## src/rtl/baccarat_pkg.sv

```systemverilog
// Shared definitions for the baccarat match controller: FSM state codes and
// match winner encodings.
package baccarat_pkg;

  typedef logic [2:0] state_t;

  localparam state_t ST_IDLE  = 3'd0;
  localparam state_t ST_CLEAR = 3'd1;
  localparam state_t ST_PLAY  = 3'd2;
  localparam state_t ST_SHOW  = 3'd3;
  localparam state_t ST_DONE  = 3'd4;
  localparam state_t ST_ERR   = 3'd5;

  localparam logic [1:0] WIN_NONE   = 2'b00;
  localparam logic [1:0] WIN_PLAYER = 2'b01;
  localparam logic [1:0] WIN_DEALER = 2'b10;
  localparam logic [1:0] WIN_TIE    = 2'b11;

endpackage

```

## src/rtl/match_sequencer_if.sv

```systemverilog
// Match controller bus: match commands and hand lights in, hand control,
// tallies and match status out.
interface match_sequencer_if #(
  parameter int CNT_W = 4
);

  logic             start;
  logic             abort;
  logic             player_win_light;
  logic             dealer_win_light;
  logic             hand_resetb;
  logic             hand_active;
  logic [CNT_W-1:0] player_wins;
  logic [CNT_W-1:0] dealer_wins;
  logic [CNT_W-1:0] ties;
  logic [CNT_W-1:0] hands_played;
  logic             match_done;
  logic [1:0]       match_winner;
  logic             timeout_err;

  modport master (
    output start, abort, player_win_light, dealer_win_light,
    input  hand_resetb, hand_active, player_wins, dealer_wins, ties,
           hands_played, match_done, match_winner, timeout_err
  );

  modport slave (
    input  start, abort, player_win_light, dealer_win_light,
    output hand_resetb, hand_active, player_wins, dealer_wins, ties,
           hands_played, match_done, match_winner, timeout_err
  );

endinterface

```

## src/rtl/match_tally.sv

```systemverilog
// Result counters for a match plus the registered winner decision, driven by
// clear/increment/latch strobes from the sequencer FSM.
module match_tally
  import baccarat_pkg::*;
#(
  parameter int CNT_W = 4
) (
  input  logic             slow_clock,
  input  logic             resetb,
  input  logic             clear,
  input  logic             inc_player,
  input  logic             inc_dealer,
  input  logic             inc_tie,
  input  logic             inc_hand,
  input  logic             latch_winner,
  output logic [CNT_W-1:0] player_wins,
  output logic [CNT_W-1:0] dealer_wins,
  output logic [CNT_W-1:0] ties,
  output logic [CNT_W-1:0] hands_played,
  output logic [1:0]       match_winner
);

  // Ties are tallied but never weigh in the winner decision.
  always_ff @(posedge slow_clock or negedge resetb) begin
    if (!resetb) begin
      player_wins  <= '0;
      dealer_wins  <= '0;
      ties         <= '0;
      hands_played <= '0;
      match_winner <= WIN_NONE;
    end else if (clear) begin
      player_wins  <= '0;
      dealer_wins  <= '0;
      ties         <= '0;
      hands_played <= '0;
      match_winner <= WIN_NONE;
    end else begin
      if (inc_player) player_wins  <= player_wins + 1'b1;
      if (inc_dealer) dealer_wins  <= dealer_wins + 1'b1;
      if (inc_tie)    ties         <= ties + 1'b1;
      if (inc_hand)   hands_played <= hands_played + 1'b1;
      if (latch_winner) begin
        if (player_wins > dealer_wins)
          match_winner <= WIN_PLAYER;
        else if (dealer_wins > player_wins)
          match_winner <= WIN_DEALER;
        else
          match_winner <= WIN_TIE;
      end
    end
  end

endmodule

```

## src/rtl/match_sequencer.sv

```systemverilog
// Best-of-N baccarat match controller sequencing the hand state machine.
// Optional MATCH_EARLY_END_EN ends the match once one side has a majority.
module match_sequencer
  import baccarat_pkg::*;
#(
  parameter int NUM_HANDS   = 9,
  parameter int CNT_W       = 4,
  parameter int TIMEOUT     = 15,
  parameter int SHOW_CYCLES = 2
) (
  input logic          slow_clock,
  input logic          resetb,
  match_sequencer_if.slave bus
);

  localparam int TIMER_W = (TIMEOUT > 1) ? $clog2(TIMEOUT) : 1;
  localparam int SHOW_W  = (SHOW_CYCLES > 1) ? $clog2(SHOW_CYCLES) : 1;
  localparam logic [TIMER_W-1:0] TIMER_LAST = TIMER_W'(TIMEOUT - 1);
  localparam logic [SHOW_W-1:0]  SHOW_LAST  = SHOW_W'(SHOW_CYCLES - 1);
  localparam logic [CNT_W-1:0]   HANDS_C    = CNT_W'(NUM_HANDS);
`ifdef MATCH_EARLY_END_EN
  localparam logic [CNT_W-1:0]   HALF_C     = CNT_W'(NUM_HANDS / 2);
`endif

  state_t             state;
  state_t             next_state;
  logic [TIMER_W-1:0] timer;
  logic [SHOW_W-1:0]  show_cnt;

  logic hand_resetb_q;
  logic hand_active_q;
  logic match_done_q;
  logic timeout_err_q;

  logic tally_clear;
  logic inc_player;
  logic inc_dealer;
  logic inc_tie;
  logic inc_hand;
  logic latch_winner;
  logic any_light;
  logic match_over;

  logic [CNT_W-1:0] player_wins;
  logic [CNT_W-1:0] dealer_wins;
  logic [CNT_W-1:0] ties;
  logic [CNT_W-1:0] hands_played;
  logic [1:0]       match_winner;

  assign any_light = bus.player_win_light | bus.dealer_win_light;

`ifdef MATCH_EARLY_END_EN
  assign match_over = (hands_played == HANDS_C) ||
                      (player_wins > HALF_C) || (dealer_wins > HALF_C);
`else
  assign match_over = (hands_played == HANDS_C);
`endif

  // Next state and tally strobes; abort overrides everything, including start.
  always_comb begin
    next_state   = state;
    tally_clear  = 1'b0;
    inc_player   = 1'b0;
    inc_dealer   = 1'b0;
    inc_tie      = 1'b0;
    inc_hand     = 1'b0;
    latch_winner = 1'b0;
    if (bus.abort) begin
      next_state = ST_IDLE;
    end else begin
      case (state)
        ST_IDLE, ST_DONE, ST_ERR: begin
          if (bus.start) begin
            next_state  = ST_CLEAR;
            tally_clear = 1'b1;
          end
        end
        ST_CLEAR: next_state = ST_PLAY;
        ST_PLAY: begin
          if (any_light) begin
            next_state = ST_SHOW;
            inc_hand   = 1'b1;
            inc_tie    = bus.player_win_light & bus.dealer_win_light;
            inc_player = bus.player_win_light & ~bus.dealer_win_light;
            inc_dealer = bus.dealer_win_light & ~bus.player_win_light;
          end else if (timer == TIMER_LAST) begin
            next_state = ST_ERR;
          end
        end
        ST_SHOW: begin
          if (show_cnt == SHOW_LAST) begin
            if (match_over) begin
              next_state   = ST_DONE;
              latch_winner = 1'b1;
            end else begin
              next_state = ST_CLEAR;
            end
          end
        end
        default: next_state = ST_IDLE;
      endcase
    end
  end

  // Status outputs are decoded from the next state so they change on the
  // same edge as the state they describe.
  always_ff @(posedge slow_clock or negedge resetb) begin
    if (!resetb) begin
      state         <= ST_IDLE;
      timer         <= '0;
      show_cnt      <= '0;
      hand_resetb_q <= 1'b0;
      hand_active_q <= 1'b0;
      match_done_q  <= 1'b0;
      timeout_err_q <= 1'b0;
    end else begin
      state         <= next_state;
      timer         <= (state == ST_PLAY && next_state == ST_PLAY) ? timer + 1'b1 : '0;
      show_cnt      <= (state == ST_SHOW && next_state == ST_SHOW) ? show_cnt + 1'b1 : '0;
      hand_resetb_q <= (next_state == ST_PLAY) || (next_state == ST_SHOW);
      hand_active_q <= (next_state == ST_PLAY);
      match_done_q  <= (next_state == ST_DONE);
      timeout_err_q <= (next_state == ST_ERR);
    end
  end

  match_tally #(
    .CNT_W (CNT_W)
  ) u_tally (
    .slow_clock   (slow_clock),
    .resetb       (resetb),
    .clear        (tally_clear),
    .inc_player   (inc_player),
    .inc_dealer   (inc_dealer),
    .inc_tie      (inc_tie),
    .inc_hand     (inc_hand),
    .latch_winner (latch_winner),
    .player_wins  (player_wins),
    .dealer_wins  (dealer_wins),
    .ties         (ties),
    .hands_played (hands_played),
    .match_winner (match_winner)
  );

  assign bus.hand_resetb  = hand_resetb_q;
  assign bus.hand_active  = hand_active_q;
  assign bus.match_done   = match_done_q;
  assign bus.timeout_err  = timeout_err_q;
  assign bus.player_wins  = player_wins;
  assign bus.dealer_wins  = dealer_wins;
  assign bus.ties         = ties;
  assign bus.hands_played = hands_played;
  assign bus.match_winner = match_winner;

endmodule

```

## src/flat_wrapper.sv

```systemverilog
// flat-port wrapper written by rule: the top's interface ports become plain ports
module match_sequencer_flat import baccarat_pkg::*;
#(
  parameter int NUM_HANDS   = 9,
  parameter int CNT_W       = 4,
  parameter int TIMEOUT     = 15,
  parameter int SHOW_CYCLES = 2
)
  (slow_clock, resetb, bus_start, bus_abort, bus_player_win_light, bus_dealer_win_light, bus_hand_resetb, bus_hand_active, bus_player_wins, bus_dealer_wins, bus_ties, bus_hands_played, bus_match_done, bus_match_winner, bus_timeout_err);
  match_sequencer_if #(.CNT_W(CNT_W)) bus_i ();
  input logic slow_clock;
  input logic resetb;
  input wire logic [$bits(bus_i.start)-1:0] bus_start;
  input wire logic [$bits(bus_i.abort)-1:0] bus_abort;
  input wire logic [$bits(bus_i.player_win_light)-1:0] bus_player_win_light;
  input wire logic [$bits(bus_i.dealer_win_light)-1:0] bus_dealer_win_light;
  output wire logic [$bits(bus_i.hand_resetb)-1:0] bus_hand_resetb;
  output wire logic [$bits(bus_i.hand_active)-1:0] bus_hand_active;
  output wire logic [$bits(bus_i.player_wins)-1:0] bus_player_wins;
  output wire logic [$bits(bus_i.dealer_wins)-1:0] bus_dealer_wins;
  output wire logic [$bits(bus_i.ties)-1:0] bus_ties;
  output wire logic [$bits(bus_i.hands_played)-1:0] bus_hands_played;
  output wire logic [$bits(bus_i.match_done)-1:0] bus_match_done;
  output wire logic [$bits(bus_i.match_winner)-1:0] bus_match_winner;
  output wire logic [$bits(bus_i.timeout_err)-1:0] bus_timeout_err;
  assign bus_i.start = bus_start;
  assign bus_i.abort = bus_abort;
  assign bus_i.player_win_light = bus_player_win_light;
  assign bus_i.dealer_win_light = bus_dealer_win_light;
  assign bus_hand_resetb = bus_i.hand_resetb;
  assign bus_hand_active = bus_i.hand_active;
  assign bus_player_wins = bus_i.player_wins;
  assign bus_dealer_wins = bus_i.dealer_wins;
  assign bus_ties = bus_i.ties;
  assign bus_hands_played = bus_i.hands_played;
  assign bus_match_done = bus_i.match_done;
  assign bus_match_winner = bus_i.match_winner;
  assign bus_timeout_err = bus_i.timeout_err;
  match_sequencer #(.NUM_HANDS(NUM_HANDS), .CNT_W(CNT_W), .TIMEOUT(TIMEOUT), .SHOW_CYCLES(SHOW_CYCLES)) u_core (.slow_clock(slow_clock), .resetb(resetb), .bus(bus_i));
endmodule
```

## config.mk

```make
export PLATFORM = sky130hd
export DESIGN_NAME = match_sequencer_flat
export DESIGN_NICKNAME = d
export VERILOG_FILES = /design/src/rtl/baccarat_pkg.sv /design/src/rtl/match_sequencer_if.sv /design/src/rtl/match_tally.sv /design/src/rtl/match_sequencer.sv /design/src/flat_wrapper.sv
export SDC_FILE = /design/constraint.sdc
export NUM_CORES = 1
export LEC_CHECK = 0
export CORE_ASPECT_RATIO = 1.1
export CORE_MARGIN = 5
export CORE_UTILIZATION = 40
export CTS_CLUSTER_SIZE = 20
export DETAILED_ROUTE_END_ITERATION = 7
export PLACE_DENSITY = 0.72
export SLEW_MARGIN = 0
export SYNTH_ARGS = -nofsm -noshare
export SYNTH_HDL_FRONTEND = slang
export SYNTH_HIERARCHICAL = 1
export SYNTH_SLANG_ARGS = --single-unit
```

## constraint.sdc

```tcl
create_clock -name slow_clock -period 3.4 [get_ports slow_clock]
set_input_delay 0.68 -clock slow_clock [delete_from_list [all_inputs] [get_ports slow_clock]]
set_output_delay 0.68 -clock slow_clock [all_outputs]
set_load 0.01 [all_outputs]
```

======== After elaboration in Yosys (flattened, before gate mapping) ========
Index checks and enable logic that the tools add are counted.
cells by class
  $lt $le $gt $ge ......................... 2
  muxes and demuxes ....................... 40
  reductions and logical operators ........ 10
  bitwise gates (word level) .............. 6
  $add $sub $neg .......................... 6
  eq/ne operators ......................... 11
operator list
  cell                                                                   number
  4-bit two-way mux                                                      9
  1-bit two-way mux                                                      21
  4-bit by 1-bit adder with 4-bit output, second input constant          5
  3-bit two-way mux                                                      6
  3-bit by 2-bit equality test with 1-bit output, second input constant  4
  3-bit equality test, second input constant                             4
  3-bit one-hot mux with 4 select lines                                  1
  2-bit nonzero test                                                     5
  4-bit equality test, second input constant                             2
  4-bit > comparator                                                     2
  2-bit two-way mux                                                      3
  1-bit bitwise AND                                                      3
  3-bit by 1-bit equality test with 1-bit output, second input constant  1
  3-bit zero test                                                        1
  3-bit OR reduction                                                     1
  1-bit logical AND                                                      2
  1-bit inverter                                                         2
  1-bit adder, second input constant                                     1
  1-bit logical OR                                                       1
  1-bit OR                                                               1
word-level totals
  input bits .............................. 6
  flip-flop bits (word level) ............. 30
  word-level logic and storage cells ...... 87
  output and inout bits ................... 22

======== Longest topological paths before layout ========
Gate-level depths: netlist of the first run.
  depth in word-level cells ............... 8
  gate-level depth with buffers ........... 7
  gate-level depth less buffers ........... 7

======== Hierarchy ========
Netlist of the first run, hierarchy kept.
modules (own cells, without submodules)
  module           area an instance (um^2)  instances  seq. area each (um^2)  cells an instance
  match_tally      917.1                    1          450.4                  83
  match_sequencer  640.6                    1          300.3                  64

======== Worst setup path after synthesis of the first run ========
No wires, ideal clock.
  path type ............................... input -> register
  from .................................... input bus_abort
  to ...................................... register u_core.u_tally.dealer_wins[3]
  buffers on the path ..................... 0
  data required time ...................... 3.281 ns
  stages on the path ...................... 5
  path slack .............................. 1.472 ns
  arrival ................................. 1.810 ns
  library setup time ...................... 0.119 ns
  cell sequence ........................... or3_1 -> nor3b_1 -> nand4_1 -> xor2_1 -> nor2_1
between the ends
  cells in the longest elaborated chain, start to end .. 2
  elaborated cells on any way between the ends .. 4
  classes of those cells .................. mux: 3; reduce/logical: 1
ends and longest elaborated chain
  item                                 line                   source
  start, declared                      flat_wrapper.sv:14     input wire logic [$bits(bus_i.abort)-1:0] bus_abort;
  1-bit two-way mux                    match_sequencer.sv:68  if (bus.abort) begin
  named net u_core.inc_dealer          match_sequencer.sv:37  logic inc_dealer;
  2-bit nonzero test (no source line)  --
  end signal, assigned                 match_tally.sv:39      if (inc_dealer) dealer_wins <= dealer_wins + 1'b1;
  end, declared                        match_tally.sv:17      output logic [CNT_W-1:0] dealer_wins,
The timed path passes the listed nets, and every way through them passes these cells.
A chain may end at the register's enable or synchronous reset.

======== Worst setup path in the final report of the first run ========
Same ends and word-level chain as after synthesis.

==> impl_metrics.env, run 1 <==
export IMPL_outcome="completed"
export IMPL_ant_nets=0
export IMPL_cts_max_path_buffers=2
export IMPL_grt_use_total_pct=14.4
export IMPL_cts_sinks=30
export IMPL_portBuffers=27
export IMPL_relSlewSlack_pct=62.6
export IMPL_hp_class="flip-flop to flip-flop"
export IMPL_maxSlewViolCount=0
export IMPL_async_reset_ff_share_pct=100
export IMPL_avgSynthCellArea_um2=10.6
export IMPL_grt_max_degree=31
export IMPL_cp_slowest_cell="clkdlybuf4s50_1"
export IMPL_path_max_fanout=6
export IMPL_max_freq_mhz=430
export IMPL_die_h_um=75.5
export IMPL_grt_pass1_wl_um=5780
export IMPL_p_leak_nw=0.908
export IMPL_cts_tree="built"
export IMPL_vdd_drop_max_mv=0.226
export IMPL_synth_top_area_share_pct=48.2
export IMPL_fp_dieW_um=69.5
export IMPL_tightestPinTransition_ns=0.556
export IMPL_p_int_mw=0.659
export IMPL_clock_skew_ns=0.00688
export IMPL_synth_cells=147
export IMPL_synth_area_leaders="dfrtp_1 (48%), ha_1 (8.0%), nor2_1 (6.0%)"
export IMPL_drt_initial_drc_count=50
export IMPL_gr_total_overflow=0
export IMPL_p_clk_share_pct=41.9
export IMPL_hold_buffers=0
export IMPL_worst_skew_pair_late_latency_ns=0.28
export IMPL_total_power_mw=0.863
export IMPL_maxCapViolCount=0
export IMPL_grt_pass1_vias=1254
export IMPL_p_sw_mw=0.204
export IMPL_antenna_cells=0
export IMPL_postLayoutCoreUtil_pct=53.9
export IMPL_numCtsBuffers=5
export IMPL_setup_tns_final_ns=0
export IMPL_die_area_um2=5240
export IMPL_wl_per_cell_um=14.3
export IMPL_max_stage_delay_ns=0.52
export IMPL_crit_chain="clkdlybuf4s50_1, or3_1, nor3b_1, nand4_1, xor2_1, nor2_1"
export IMPL_seqCellArea_um2=751
export IMPL_layout_common_cells="dfrtp_1 (30), clkdlybuf4s50_1 (27), nor2_1 (25)"
export IMPL_cp_start_kind="primary input"
export IMPL_ios=28
export IMPL_synth_ff_type="dfrtp_1"
export IMPL_critPathCaptureType="flip-flop"
export IMPL_gp_congestion=0.822
export IMPL_final_common_cell="dfrtp_1"
export IMPL_p_sw_share_pct=23.6
export IMPL_yosysTopAreaCell="dfrtp_1"
export IMPL_fin_crit_sh_pct=68.4
export IMPL_cts_setup_buffers=0
export IMPL_routed_wl_um=3300
export IMPL_multiInputGateArea_um2=757
export IMPL_dp_hpwl_um=2400
export IMPL_rsz0062_at_grt="false"
export IMPL_yosys_cell_types_count=39
export IMPL_worstPathRequired_ns=3.57
export IMPL_clk_pin_slew_worst_paths_ns=0.06
export IMPL_fin_nets=196
export IMPL_syn_num_nets=163
export IMPL_fillers=308
export IMPL_drc_errors=0
export IMPL_arrival_ns=2.50
export IMPL_vias_per_cell=5.18
export IMPL_synth_area_um2=1560
export IMPL_synth_seq_area_share_pct=48.2
export IMPL_critical_path_class="primary input to flip-flop"
export IMPL_hold_viol=0
export IMPL_seqPwrFrac_pct=45.5
export IMPL_h_tree_depth=2
export IMPL_synth_edf_count=0
export IMPL_rows=23
export IMPL_setup_violations_final=0
export IMPL_cts_resized=0
export IMPL_drive_above_1_share_pct=8.33
export IMPL_combPwrFrac_pct=12.6
export IMPL_power_density_nw_per_um2=431
export IMPL_ys_warn_count=6
export IMPL_core_um2=3710
export IMPL_area_growth_pct=28.5
export IMPL_period_minus_slack_ns=2.33
export IMPL_antenna_found_initial=0
export IMPL_via_count=1191
export IMPL_root_buffer="clkbuf_8"
export IMPL_firstDrtPassIters=4
export IMPL_initial_core_util_pct=42.0
export IMPL_yosys_register_bits=30
sequential cells by signal (all words and copies together), names as in the netlist:
name                         cells
u_core/u_tally/match_winner      2
u_core/show_cnt                  1
u_core/state                     3
u_core/u_tally/ties              4
u_core/timer                     4
u_core/u_tally/player_wins       4
u_core/bus.match_done            1
u_core/u_tally/dealer_wins       4
u_core/bus.timeout_err           1
u_core/bus.hand_active           1
u_core/u_tally/hands_played      4
u_core/bus.hand_resetb           1
worst paths after layout:
kind,start,end,slack [ns],cells after the start
max,bus_abort,u_core/u_tally/dealer_wins[3],1.07,6
min reg2reg,u_core/show_cnt,u_core/show_cnt,0.43,1
min,u_core/show_cnt,u_core/show_cnt,0.43,1
max in group asynchronous,resetb,u_core/state[0],2.34,2
min in group asynchronous,resetb,u_core/u_tally/dealer_wins[3],0.78,2
max reg2reg,u_core/state[0],u_core/u_tally/dealer_wins[3],1.32,6
cells by family (layout without fill, tap and decap cells):
kind of cell	after synthesis	count (layout)	synth area share (%)
DFF	30	30	48.2
AOI/OAI and AO/OA	15	15	9.64
and+or+nand+nor	62	62	20.5
adders and majority gates	10	10	8.03
xor gates and xnor gates	14	14	7.87
muxes	4	4	2.57
buffers and inverters	12	45	3.21
synth_stat cells, types with 2 or more instances:
cell type	n
ha_1	10
a21o_1	2
nand4_1	5
o31ai_1	3
xor2_1	7
a211oi_1	3
xnor2_1	7
mux2i_1	4
nand2_1	6
nor3b_1	2
inv_1	8
nor3_1	6
and3_1	2
nor4_1	2
nor2_1	25
nand3_1	2
nor2b_1	2
dfrtp_1	30
power groups by stage:
stage	Combinational, mW	Clock, mW	Sequential [mW]
6_report	0.109	0.362	0.393
5_1_grt	0.122	0.390	0.396
4_1_cts	0.110	0.377	0.393
3_5_place_dp	0.109	0	0.399
3_3_place_gp	0.105	0	0.398
2_1_floorplan	0.0513	0	0.401
metrics by stage:
stage	worst slack [ns]	area [µm²]	cells	hold slack, ns
final	1.07	2000	230	0.433
after global routing	0.887	2000	230	0.469
after CTS	1.08	2000	230	0.439
after detailed placement	0.781	1890	223	0.430
after global placement	0.837	1890	223	0.425
after floorplan	1.47	1560	147	0.384
critical path: cells and delay by family:
kind | cells | cell delay (ns)
simple gates | 4 | 1.12
buf+inv | 1 | 0.52
xor+xnor | 1 | 0.17
area by class of cell:
class	count	area share, %
Inverter	9	1.69
Multi-Input combinational cell	105	37.8
Sequential cell	30	37.5
Tap cell	50	3.13
Clock inverter	1	1.50
Clock buffer	6	4.13
Timing Repair Buffer	29	14.3
per-layer routing:
metal  wire, µm  share of wire, %  vias to the layer above  global-route usage, %
met5          0                 0                        -                      0
met4         89               2.7                        0                   8.68
met3        219               6.6                        9                   6.46
met2       1510                46                       30                   23.0
met1       1480                45                      575                   16.3
li1           -                 -                      577                      -
Power figures use the tool's default switching activity.
==> inputs of run 2 (changes only) <==
--- a/config.mk
+++ b/config.mk
@@ -10,7 +10,7 @@
 export CORE_UTILIZATION = 40
 export CTS_CLUSTER_SIZE = 20
 export DETAILED_ROUTE_END_ITERATION = 7
-export PLACE_DENSITY = 0.72
+export PLACE_DENSITY = 0.74
 export SLEW_MARGIN = 0
 export SYNTH_ARGS = -nofsm -noshare
 export SYNTH_HDL_FRONTEND = slang
==> constraint.sdc (replaced) <==
create_clock -name slow_clock -period 1.9 [get_ports slow_clock]
set_input_delay 0.38 -clock slow_clock [delete_from_list [all_inputs] [get_ports slow_clock]]
set_output_delay 0.38 -clock slow_clock [all_outputs]
set_load 0.01 [all_outputs]
==> impl_metrics.env, run 2 (synthesis gave the netlist of run 1 again) <==
export IMPL_outcome="completed"
export IMPL_arrival_ns=2.00
export IMPL_p_clk_share_pct=35.8
export IMPL_grt_use_total_pct=14.9
export IMPL_postLayoutCellArea_um2=2140
export IMPL_worst_skew_pair_late_latency_ns=0.28
export IMPL_routed_wl_um=3640
export IMPL_cts_setup_buffers=0
export IMPL_cts_tree="built"
export IMPL_hold_viol=0
export IMPL_worstPathRequired_ns=2.11
export IMPL_firstDrtPassIters=4
export IMPL_maxCapViolCount=0
export IMPL_drc_errors=0
export IMPL_gr_total_overflow=0
export IMPL_clock_skew_ns=0.0102
export IMPL_cts_max_path_buffers=2
export IMPL_path_max_fanout=5
export IMPL_power_density_nw_per_um2=682
export IMPL_clk_pin_slew_worst_paths_ns=0.06
export IMPL_p_sw_mw=0.379
export IMPL_hp_class="flip-flop to flip-flop"
export IMPL_critical_path_class="primary input to flip-flop"
export IMPL_place_area_um2=2050
export IMPL_drt_initial_drc_count=70
export IMPL_p_int_mw=1.08
export IMPL_seqPwrFrac_pct=47.7
export IMPL_final_common_cell="dfrtp_1"
export IMPL_cp_start_kind="primary input"
export IMPL_core_um2=3710
export IMPL_wl_per_cell_um=14.5
export IMPL_ant_nets=0
export IMPL_gp_congestion=0.854
export IMPL_cts_sinks=30
export IMPL_period_minus_slack_ns=1.78
export IMPL_ios=28
export IMPL_die_h_um=75.5
export IMPL_critPathCaptureType="flip-flop"
export IMPL_initial_core_util_pct=42.0
export IMPL_area_growth_pct=37.6
export IMPL_fin_crit_sh_pct=93.8
export IMPL_numCtsBuffers=5
export IMPL_via_count=1320
export IMPL_relSlewSlack_pct=73.2
export IMPL_grt_pass1_wl_um=6160
export IMPL_grt_pass1_vias=1416
export IMPL_drive_above_1_share_pct=18.3
export IMPL_total_power_mw=1.46
export IMPL_place_ws_ns=-0.145
export IMPL_rows=23
export IMPL_h_tree_depth=2
export IMPL_setup_slack_ns=0.118
export IMPL_portBuffers=27
export IMPL_fin_nets=217
export IMPL_p_sw_share_pct=25.9
export IMPL_combPwrFrac_pct=16.5
export IMPL_tightestPinTransition_ns=0.399
export IMPL_grt_max_degree=31
export IMPL_p_leak_nw=1.01
export IMPL_vdd_drop_max_mv=0.528
export IMPL_dp_hpwl_um=2790
export IMPL_setup_violations_final=0
export IMPL_antenna_found_initial=0
export IMPL_fp_dieW_um=69.5
export IMPL_die_area_um2=5240
export IMPL_antenna_cells=0
export IMPL_maxSlewViolCount=0
export IMPL_layout_common_cells="dfrtp_1 (30), clkdlybuf4s50_1 (27), nor2_1 (25)"
export IMPL_vias_per_cell=5.24
export IMPL_fillers=335
export IMPL_root_buffer="clkbuf_8"
export IMPL_max_freq_mhz=561
export IMPL_rsz0062_at_grt="false"
run 2: changes by cell type in the layout (fill, tap and decap cells not counted), sizes merged:
cell    previous run  this run
bufinv             1         0
clkinv             0         1
buf                2        23
clkbuf             6         7
run 2: final timing paths:
kind	startpoint	endpoint	slack (ns)	depth (start not counted)
worst max-delay path	bus_abort	u_core/u_tally/dealer_wins[3]	0.12	7
worst min-delay path	u_core/show_cnt	u_core/show_cnt	0.45	1
worst max register to register	u_core/state[2]	u_core/u_tally/match_winner[0]	0.12	6
worst min register to register	u_core/show_cnt	u_core/show_cnt	0.45	1
max in group asynchronous	resetb	u_core/u_tally/match_winner[0]	1.12	2
min in group asynchronous	resetb	u_core/u_tally/dealer_wins[1]	0.49	2
run 2: cell type report:
type | count | area (µm²) | area share [%]
Sequential cell | 30 | 751 | 35.0
Clock buffer | 7 | 86.3 | 4.03
Timing Repair Buffer | 50 | 443 | 20.7
Multi-Input combinational cell | 105 | 762 | 35.6
Clock inverter | 1 | 5.00 | 0.234
Inverter | 9 | 33.8 | 1.58
Tap cell | 50 | 62.6 | 2.92
run 2: what timing repair did:
item | CTS | global route
endpoints found under the setup margin | 0 | 1
hold buffers | 0 | 0
gates resized for setup | 0 | 1
run 2: critical path, stage by stage:
cell	delay (ns)
clkdlybuf4s50_1	0.51
or3_1	0.41
nor3b_1	0.19
buf_4	0.16
nand4_1	0.11
xor2_1	0.16
nor2_1	0.08
run 2: per-stage QoR:
stage               utilization (%)  setup TNS (ns)  instances  hold WS (ns)
global route                   57.7               0        252         0.479
CTS                            57.6               0        252         0.458
global placement               55.1          -0.509        244         0.423
finish                         57.7               0        252         0.449
detailed placement             55.1          -0.996        244         0.452
floorplan                         -               0        147        0.0844
run 2: routing by layer:
layer  GRT usage (%)  share of wire (%)
met4            6.51                1.5
met5               0                  0
met1            16.3                 41
met3            4.62                6.0
met2            27.3                 51
run 2: power by group through the flow:
| stage | combinational [mW] | clock [mW] | sequential, mW |
|---|---|---|---|
| 6_report | 0.241 | 0.523 | 0.697 |
| 5_1_grt | 0.265 | 0.564 | 0.702 |
| 4_1_cts | 0.244 | 0.538 | 0.698 |
| 3_5_place_dp | 0.243 | 0 | 0.710 |
| 3_3_place_gp | 0.229 | 0 | 0.707 |
| 2_1_floorplan | 0.0919 | 0 | 0.718 |
==> inputs of run 3 (changes only) <==
--- a/config.mk
+++ b/config.mk
@@ -5,7 +5,6 @@
 export SDC_FILE = /design/constraint.sdc
 export NUM_CORES = 1
 export LEC_CHECK = 0
-export CORE_ASPECT_RATIO = 1.1
 export CORE_MARGIN = 5
 export CORE_UTILIZATION = 40
 export CTS_CLUSTER_SIZE = 20
==> impl_metrics.env, run 3 (synthesis gave the netlist of run 1 again) <==
export IMPL_seqCellArea_um2=751
export IMPL_cts_tree="built"
export IMPL_stdcell_count=245
export IMPL_tightestPinTransition_ns=0.375
export IMPL_cts_max_path_buffers=2
export IMPL_multiInputGateArea_um2=773
export IMPL_dp_cells=238
export IMPL_layout_common_cells="dfrtp_1 (30), clkdlybuf4s50_1 (27), nor2_1 (25)"
export IMPL_hold_path_end="u_core/show_cnt"
export IMPL_firstDrtPassIters=4
export IMPL_rsz0062_at_grt="false"
export IMPL_period_minus_slack_ns=1.76
export IMPL_cts_sinks=30
export IMPL_postLayoutCoreUtil_pct=56.7
export IMPL_antenna_cells=0
export IMPL_drt_initial_drc_count=94
export IMPL_r2r_slack_ns=0.17
export IMPL_reg2reg_to="u_core/u_tally/dealer_wins[3]"
export IMPL_fin_nets=213
export IMPL_fp_dieW_um=72.4
export IMPL_p_leak_nw=0.980
export IMPL_hold_buffers=0
export IMPL_place_area_um2=2010
export IMPL_power_density_nw_per_um2=657
export IMPL_relSlewSlack_pct=75.0
export IMPL_fillers=330
export IMPL_routed_wl_um=3360
export IMPL_clock_skew_ns=0.00368
export IMPL_h_tree_depth=2
export IMPL_grt_use_total_pct=14.5
export IMPL_critPathCaptureType="flip-flop"
export IMPL_rows=22
export IMPL_cts_setup_buffers=0
export IMPL_vias_per_cell=5.16
export IMPL_drc_errors=0
export IMPL_antenna_found_initial=0
export IMPL_max_freq_mhz=567
export IMPL_grt_max_degree=31
export IMPL_maxSlewViolCount=0
export IMPL_hold_viol=0
export IMPL_drive_above_1_share_pct=16.8
export IMPL_initial_core_util_pct=41.9
export IMPL_critical_path_class="primary input to flip-flop"
export IMPL_vdd_drop_max_mv=0.315
export IMPL_outcome="completed"
export IMPL_area_growth_pct=35.3
export IMPL_min_from="u_core/show_cnt"
export IMPL_root_buffer="clkbuf_8"
export IMPL_gp_congestion=0.945
export IMPL_whs_path_depth=1
export IMPL_grt_pass1_vias=1306
export IMPL_fin_crit_sh_pct=92.8
export IMPL_worst_skew_pair_late_latency_ns=0.28
export IMPL_cp_start_kind="primary input"
export IMPL_via_count=1264
export IMPL_grt_pass1_wl_um=5760
export IMPL_dp_hpwl_um=2530
export IMPL_setup_violations_final=0
export IMPL_final_common_cell="dfrtp_1"
export IMPL_numCtsBuffers=5
export IMPL_maxCapViolCount=0
export IMPL_core_um2=3720
export IMPL_die_h_um=72.4
export IMPL_gr_total_overflow=0
export IMPL_portBuffers=27
export IMPL_cts_resized=0
export IMPL_postLayoutCellArea_um2=2110
export IMPL_hp_class="flip-flop to flip-flop"
export IMPL_clk_pin_slew_worst_paths_ns=0.06
export IMPL_r2r_start="u_core/state[0]"
export IMPL_worstPathRequired_ns=2.12
export IMPL_r2r_cells=7
export IMPL_path_max_fanout=4
export IMPL_wl_per_cell_um=13.7
export IMPL_ant_nets=0
export IMPL_arrival_ns=1.98
export IMPL_ios=28
export IMPL_die_area_um2=5240
run 3: cell count changes in the layout (fill, tap and decap cells not counted), sizes merged:
cell    previous run  this run
clkinv             1         0
buf               23        19
run 3: critical path, cell delays in order:
cell and delay (ns):
clkdlybuf4s50_1 0.46, buf_4 0.18, nor4_2 0.30, buf_4 0.16
inv_2 0.05, a2111oi_4 0.30, a21o_1 0.16
run 3: routing by layer:
metal	routed length, µm	track usage [%]	vias up	part of all wire (%)
li1	-	-	607	-
met1	1530	17.7	613	45
met2	1540	22.3	39	46
met3	233	4.99	5	6.9
met4	63	7.99	0	1.9
met5	0	0	-	0
run 3: stage by stage:
stage	total power, mW	setup TNS, ns	setup slack [ns]	hold WS [ns]
finish	1.38	0	0.136	0.437
global route	1.46	0	0.00513	0.437
CTS	1.40	0	0.106	0.431
detailed placement	0.932	-1.18	-0.163	0.423
global placement	0.924	-0.698	-0.114	0.426
floorplan	0.810	0	0.0329	0.0844
run 3: report_power, final:
part / total, mW / leakage [nW] / internal (mW) / switching [mW]
Sequential: 0.695 / 0.414 / 0.665 / 0.0301
Combinational: 0.227 / 0.527 / 0.116 / 0.111
Clock: 0.462 / 0.0383 / 0.251 / 0.211
Total: 1.38 / 0.980 / 1.03 / 0.352
run 3: final cells by class:
| class | instances | area share (%) |
|---|---|---|
| inverter | 9 | 1.60 |
| tap | 48 | 2.85 |
| clock buffer | 7 | 3.62 |
| timing repair buffer | 46 | 19.6 |
| multi-input combinational | 105 | 36.7 |
| sequential | 30 | 35.6 |
run 3: how the worst max path moves through the flow:
| stage | start | endpoint | slack, ns | depth (start not counted) |
|---|---|---|---|---|
| 2_1_floorplan | u_core/state[0] | u_core/u_tally/dealer_wins[3] | 0.03 | 6 |
| 3_3_place_gp | bus_abort | u_core/u_tally/player_wins[3] | -0.11 | 9 |
| 3_5_place_dp | bus_abort | u_core/u_tally/match_winner[0] | -0.16 | 7 |
| 4_1_cts | bus_abort | u_core/u_tally/player_wins[3] | 0.11 | 9 |
| 5_1_grt | u_core/state[0] | u_core/u_tally/dealer_wins[3] | 0.005 | 7 |
| 6_report | bus_abort | u_core/u_tally/match_winner[0] | 0.14 | 7 |
